<file path="config.mk">
export PLATFORM = sky130hd
export DESIGN_NAME = ram_arbiter_o9
export DESIGN_NICKNAME = d
export VERILOG_FILES = /design/src/rtl/ram_arbiter_o9.sv
export SDC_FILE = /design/constraint.sdc
export NUM_CORES = 1
export LEC_CHECK = 0
export CELL_PAD_IN_SITES_DETAIL_PLACEMENT = 2
export CELL_PAD_IN_SITES_GLOBAL_PLACEMENT = 2
export CORE_MARGIN = 2
export CORE_UTILIZATION = 26
export CTS_CLUSTER_SIZE = 8
export DETAILED_ROUTE_END_ITERATION = 7
export PLACE_DENSITY = 0.95
export SYNTH_ARGS = -nofsm -noshare
export SYNTH_HDL_FRONTEND = slang
export SYNTH_SLANG_ARGS = --single-unit
export TNS_END_PERCENT = 100
</file>
<file path="constraint.sdc">
create_clock -name clock -period 3.8 [get_ports clock]
set_clock_uncertainty 0.05 [all_clocks]
set_input_delay 0.76 -clock clock [delete_from_list [all_inputs] [get_ports clock]]
set_output_delay 0.76 -clock clock [all_outputs]
set_load 0.01 [all_outputs]
</file>
<file path="src/rtl/ram_arbiter_o9.sv">
// ram_arbiter_o9: three-state sequencer sharing the single-port 1024x32 program/data RAM between fetch and load/store.
// Define RAM_ARB_LOADER_EN to add a write-only boot-loader port with strict priority over both.
module ram_arbiter_o9 #(
  parameter int DEPTH = 1024,
  parameter int AW    = 16,
  parameter int DW    = 32
) (
  input  logic          clock,
  input  logic          resetn,
  input  logic          f_req,
  input  logic [AW-1:0] f_addr,
  output logic          f_ack,
  output logic [DW-1:0] f_rdata,
  input  logic          d_req,
  input  logic          d_we,
  input  logic [AW-1:0] d_addr,
  input  logic [DW-1:0] d_wdata,
  output logic          d_ack,
  output logic [DW-1:0] d_rdata,
  output logic          d_err,
`ifdef RAM_ARB_LOADER_EN
  input  logic          l_req,
  input  logic [AW-1:0] l_addr,
  input  logic [DW-1:0] l_wdata,
  output logic          l_ack,
`endif
  output logic [AW-1:0] ram_address,
  output logic [DW-1:0] ram_data,
  output logic          ram_wren,
  input  logic [DW-1:0] ram_q,
  output logic          busy
);

  typedef enum logic [1:0] {IDLE, ACCESS, DONE} state_t;
  typedef enum logic [1:0] {SRC_F, SRC_D, SRC_L} src_t;

  localparam logic [AW:0] DEPTH_W = (AW+1)'(DEPTH);

  state_t        state, state_nxt;
  src_t          gsrc, src_p0;
  logic          grant, gwe, goor;
  logic [AW-1:0] gaddr;
  logic [DW-1:0] gwdata;
  logic          oor_p0;
  logic          rr_ptr;  // 0: fetch wins a tie, 1: data wins a tie

  always_comb begin
    grant  = 1'b0;
    gsrc   = SRC_F;
    gwe    = 1'b0;
    gaddr  = f_addr;
    gwdata = '0;
`ifdef RAM_ARB_LOADER_EN
    if (l_req) begin
      grant  = 1'b1;
      gsrc   = SRC_L;
      gwe    = 1'b1;
      gaddr  = l_addr;
      gwdata = l_wdata;
    end else
`endif
    if (f_req && (!d_req || !rr_ptr)) begin
      grant = 1'b1;
      gsrc  = SRC_F;
    end else if (d_req) begin
      grant  = 1'b1;
      gsrc   = SRC_D;
      gwe    = d_we;
      gaddr  = d_addr;
      gwdata = d_wdata;
    end
    goor = {1'b0, gaddr} >= DEPTH_W;
  end

  always_comb begin
    state_nxt = state;
    case (state)
      IDLE:    state_nxt = grant ? ACCESS : IDLE;
      ACCESS:  state_nxt = DONE;
      DONE:    state_nxt = IDLE;
      default: state_nxt = IDLE;
    endcase
  end

  always_ff @(posedge clock or negedge resetn) begin
    if (!resetn) state <= IDLE;
    else         state <= state_nxt;
  end

  assign busy = (state != IDLE);

  always_ff @(posedge clock or negedge resetn) begin
    if (!resetn) begin
      src_p0      <= SRC_F;
      oor_p0      <= 1'b0;
      rr_ptr      <= 1'b0;
      ram_address <= '0;
      ram_data    <= '0;
      ram_wren    <= 1'b0;
      f_ack       <= 1'b0;
      f_rdata     <= '0;
      d_ack       <= 1'b0;
      d_rdata     <= '0;
      d_err       <= 1'b0;
`ifdef RAM_ARB_LOADER_EN
      l_ack       <= 1'b0;
`endif
    end else begin
      case (state)
        // IDLE -> ACCESS: latch the winner onto the RAM bus
        IDLE: if (grant) begin
          src_p0      <= gsrc;
          oor_p0      <= goor;
          ram_address <= gaddr;
          ram_data    <= gwdata;
          ram_wren    <= gwe && !goor;
          if (gsrc != SRC_L) rr_ptr <= (gsrc == SRC_F);
        end
        // ACCESS -> DONE: write commits, read data captured for the winner
        ACCESS: begin
          ram_wren <= 1'b0;
          case (src_p0)
            SRC_F: begin
              f_ack   <= 1'b1;
              f_rdata <= oor_p0 ? '0 : ram_q;
            end
            SRC_D: begin
              d_ack   <= 1'b1;
              d_err   <= oor_p0;
              d_rdata <= oor_p0 ? '0 : ram_q;
            end
`ifdef RAM_ARB_LOADER_EN
            SRC_L: l_ack <= 1'b1;
`endif
            default: ;
          endcase
        end
        // DONE -> IDLE: acks last exactly one cycle
        DONE: begin
          f_ack <= 1'b0;
          d_ack <= 1'b0;
          d_err <= 1'b0;
`ifdef RAM_ARB_LOADER_EN
          l_ack <= 1'b0;
`endif
        end
        default: ;
      endcase
    end
  end

endmodule

</file>
==> flow_metrics.py <==
metrics = {
    "outcome": {
        "status": "complete, no violations",
    },
    "yosys": {
        "yosysMostFrequentCell": "dfrtp_1",
        "synth_nets": 532,
        "syn_area_sq_mm": 0.00472,
        "yosys.cell_types.count": 28,
        "synth_top_cell_area_share_pct": 64.2,
        "synth-edff-count": 0,
        "synthArstFlopShare_pct": 100,
        "ys_seq_area_share_pct": 64.2,
        "syn_inst": 431,
        "synth_area_leaders": "dfrtp_1, o21ai_0, nand2_1, a22o_1, nand2b_1",
        "netlist_top_cells_count": "dfrtp_1, nand2_1, o21ai_0, nand2b_1, a22o_1",
        "post-synth-top-area-cell": "dfrtp_1",
        "synth_seq_cells": 121,
        "synth-main-ff-cell": "dfrtp_1",
        "ys_warn_count": 0,
        "syn_area_per_cell_sq_um": 10.9,
    },
    "sta": {
        "min_period_ns": 2.55,
        "relSlewSlack_pct": 25.7,
        "tns_ns": 0,
        "grt_setup_unrepaired": "no",
        "holdWs_ns": 0.353,
        "finalSetupViolCount": 0,
        "hold_viol": 0,
        "worst_pin_slew_ns": 1.11,
        "slew_violations": 0,
        "fmax_mhz": 393,
        "period_share_pct": 67.0,
    },
    "clock_network": {
        "clockBufferDepth": 2,
        "cts_root_buf": "clkbuf_16",
        "clk_pin_slew_worst_paths_ns": 0.06,
        "cts_buffers": 17,
        "h-tree-depth": 4,
        "ctsResizeCount": 0,
        "cts_tree": "yes",
        "worstSkewPairLatency_ns": 0.41,
        "postCtsSetupBuffers": 0,
        "cts_hold_buf": 0,
        "numClockSinks": 121,
    },
    "global_routing": {
        "grt_overflow": 0,
        "grt_max_degree": 66,
        "grt_usage_pct": 18.5,
        "antenna_found_initial": 0,
        "grt_pass1_vias": 4799,
        "grt_pass1_wl_um": 27700,
    },
    "route": {
        "drt_iter0_markers": 148,
        "vias_per_cell": 4.69,
        "routed_wl_um": 17100,
        "drc": 0,
        "wire_per_inst_um": 19.4,
        "vias": 4128,
        "antenna_left": 0,
        "drt_pass1_iterations": 4,
    },
    "floorplanning": {
        "die_width_um": 139,
        "dieArea_sq_mm": 0.0192,
        "die_h_um": 139,
        "rows": 49,
        "core_area_sq_mm": 0.0179,
        "ios": 218,
        "start_util_pct": 26.3,
    },
    "power_and_ir_drop": {
        "max-vdd-ir-drop_v": 0.000558,
        "power_density_mw_per_mm2": 881,
        "power_leakage_nw": 3.31,
        "totalPowerFinal_mw": 6.80,
    },
    "run": {
        "maxCapViolations": 0,
    },
    "place": {
        "numPortBuffers": 217,
        "dp_hpwl_um": 12500,
        "gp_congestion": 0.807,
    },
    "setup_path": {
        "cp.required_ns": 4.04,
        "worstSetupStartpointType": "primary input",
        "critPathCaptureType": "register",
        "max_stage_delay_ns": 0.48,
        "worstPathArrival_ns": 2.79,
        "cp_max_fo": 53,
        "crit_type": "in -> reg",
        "path_cells": "clkdlybuf4s50_1, nor2_1, or2_2, buf_4, inv_2, and3_1, a221o_1",
        "cp_slowest_cell": "buf_4",
    },
    "finish": {
        "area_delta_synth_final_pct": 63.7,
        "drive_gt1_share_pct": 6.13,
        "fin_nets": 740,
        "diodes": 0,
        "finalCoreUtilization_pct": 43.1,
    },
    "hold_path": {
        "hold_path.class": "in -> async",
    },
}
## state kept, by name, indices dropped and copies added (netlist names)
| signal | count |
|---|---|
| f_ack | 1 |
| src_p0 | 1 |
| f_rdata | 32 |
| ram_wren | 1 |
| rr_ptr | 1 |
| state | 2 |
| oor_p0 | 1 |
| d_ack | 1 |
| ram_data | 32 |
| d_err | 1 |
| ram_address | 16 |
| d_rdata | 32 |
## logic make-up (layout without fill, tap and decap cells)
logic type             count (synthesis)  in the layout  share of synthesized area, %
AOI/OAI and AO/OA                    121            121                          16.2
buffers and inverters                 33            254                          3.79
DFF                                  121            121                          64.2
muxes                                  6              6                          1.27
and+or+nand+nor                      150            150                          14.5
## path summary, 6_finish.rpt
check                           start             end  slack [ns]  depth (start not counted)
setup reg to reg             state[0]     d_rdata[21]        1.51                          3
setup / recovery                d_req  ram_address[2]        1.25                          7
max in group asynchronous      resetn      d_rdata[8]        2.46                          2
hold reg to reg            d_rdata[2]      d_rdata[2]        0.43                          2
min in group clock         d_rdata[2]      d_rdata[2]        0.43                          2
hold / removal                 resetn  ram_address[4]        0.35                          1
## worst max-delay path: cells and delay by family
kind / cells / cell delay [ns]
buf+inv: 3 / 1.23
simple gates: 3 / 0.52
compound gates: 1 / 0.26
## placed cells by master, fill, tap and decap left out, types with 2 or more instances in the layout
master,n
clkdlybuf4s50_1,216
dfrtp_1,121
nand2_1,91
o21ai_0,73
nand2b_1,33
a22o_1,32
clkbuf_16,17
nor2_1,10
mux2i_1,6
a31oi_1,6
bufinv_16,6
clkinv_4,5
and3_1,4
a221o_1,4
a21oi_1,3
inv_1,2
nand2_2,2
buf_4,2
## power breakdown
part	switching (mW)	internal, mW
logic	1.24	1.40
clock network	0.602	1.25
registers	0.446	1.86
total	2.29	4.51
## final cells by class
| class | count | area (sq um) |
|---|---|---|
| flip-flops and latches | 121 | 3030 |
| well taps | 229 | 287 |
| inverters | 3 | 11.3 |
| multi-input cells | 277 | 1510 |
| clock buffers | 18 | 439 |
| fillers | 1846 | 10200 |
| clock inverters | 14 | 245 |
| repair buffers | 219 | 2200 |
## routing by layer
layer  GRT usage (%)  wire (um)  vias up
met1            22.2       7100     2062
met3            5.63       1120       14
met2            32.3       8720      163
li1                -          -     1889
met5               0          0        -
met4            5.42        201        0
## stage by stage
step	area, sq um	setup slack (ns)	instances
finish	7720	1.25	881
global route	7720	1.11	881
CTS	7720	1.28	881
detailed placement	7040	0.867	849
global placement	7040	1.00	849
floorplan	4720	2.01	431
(Power assumes the default switching activity.)
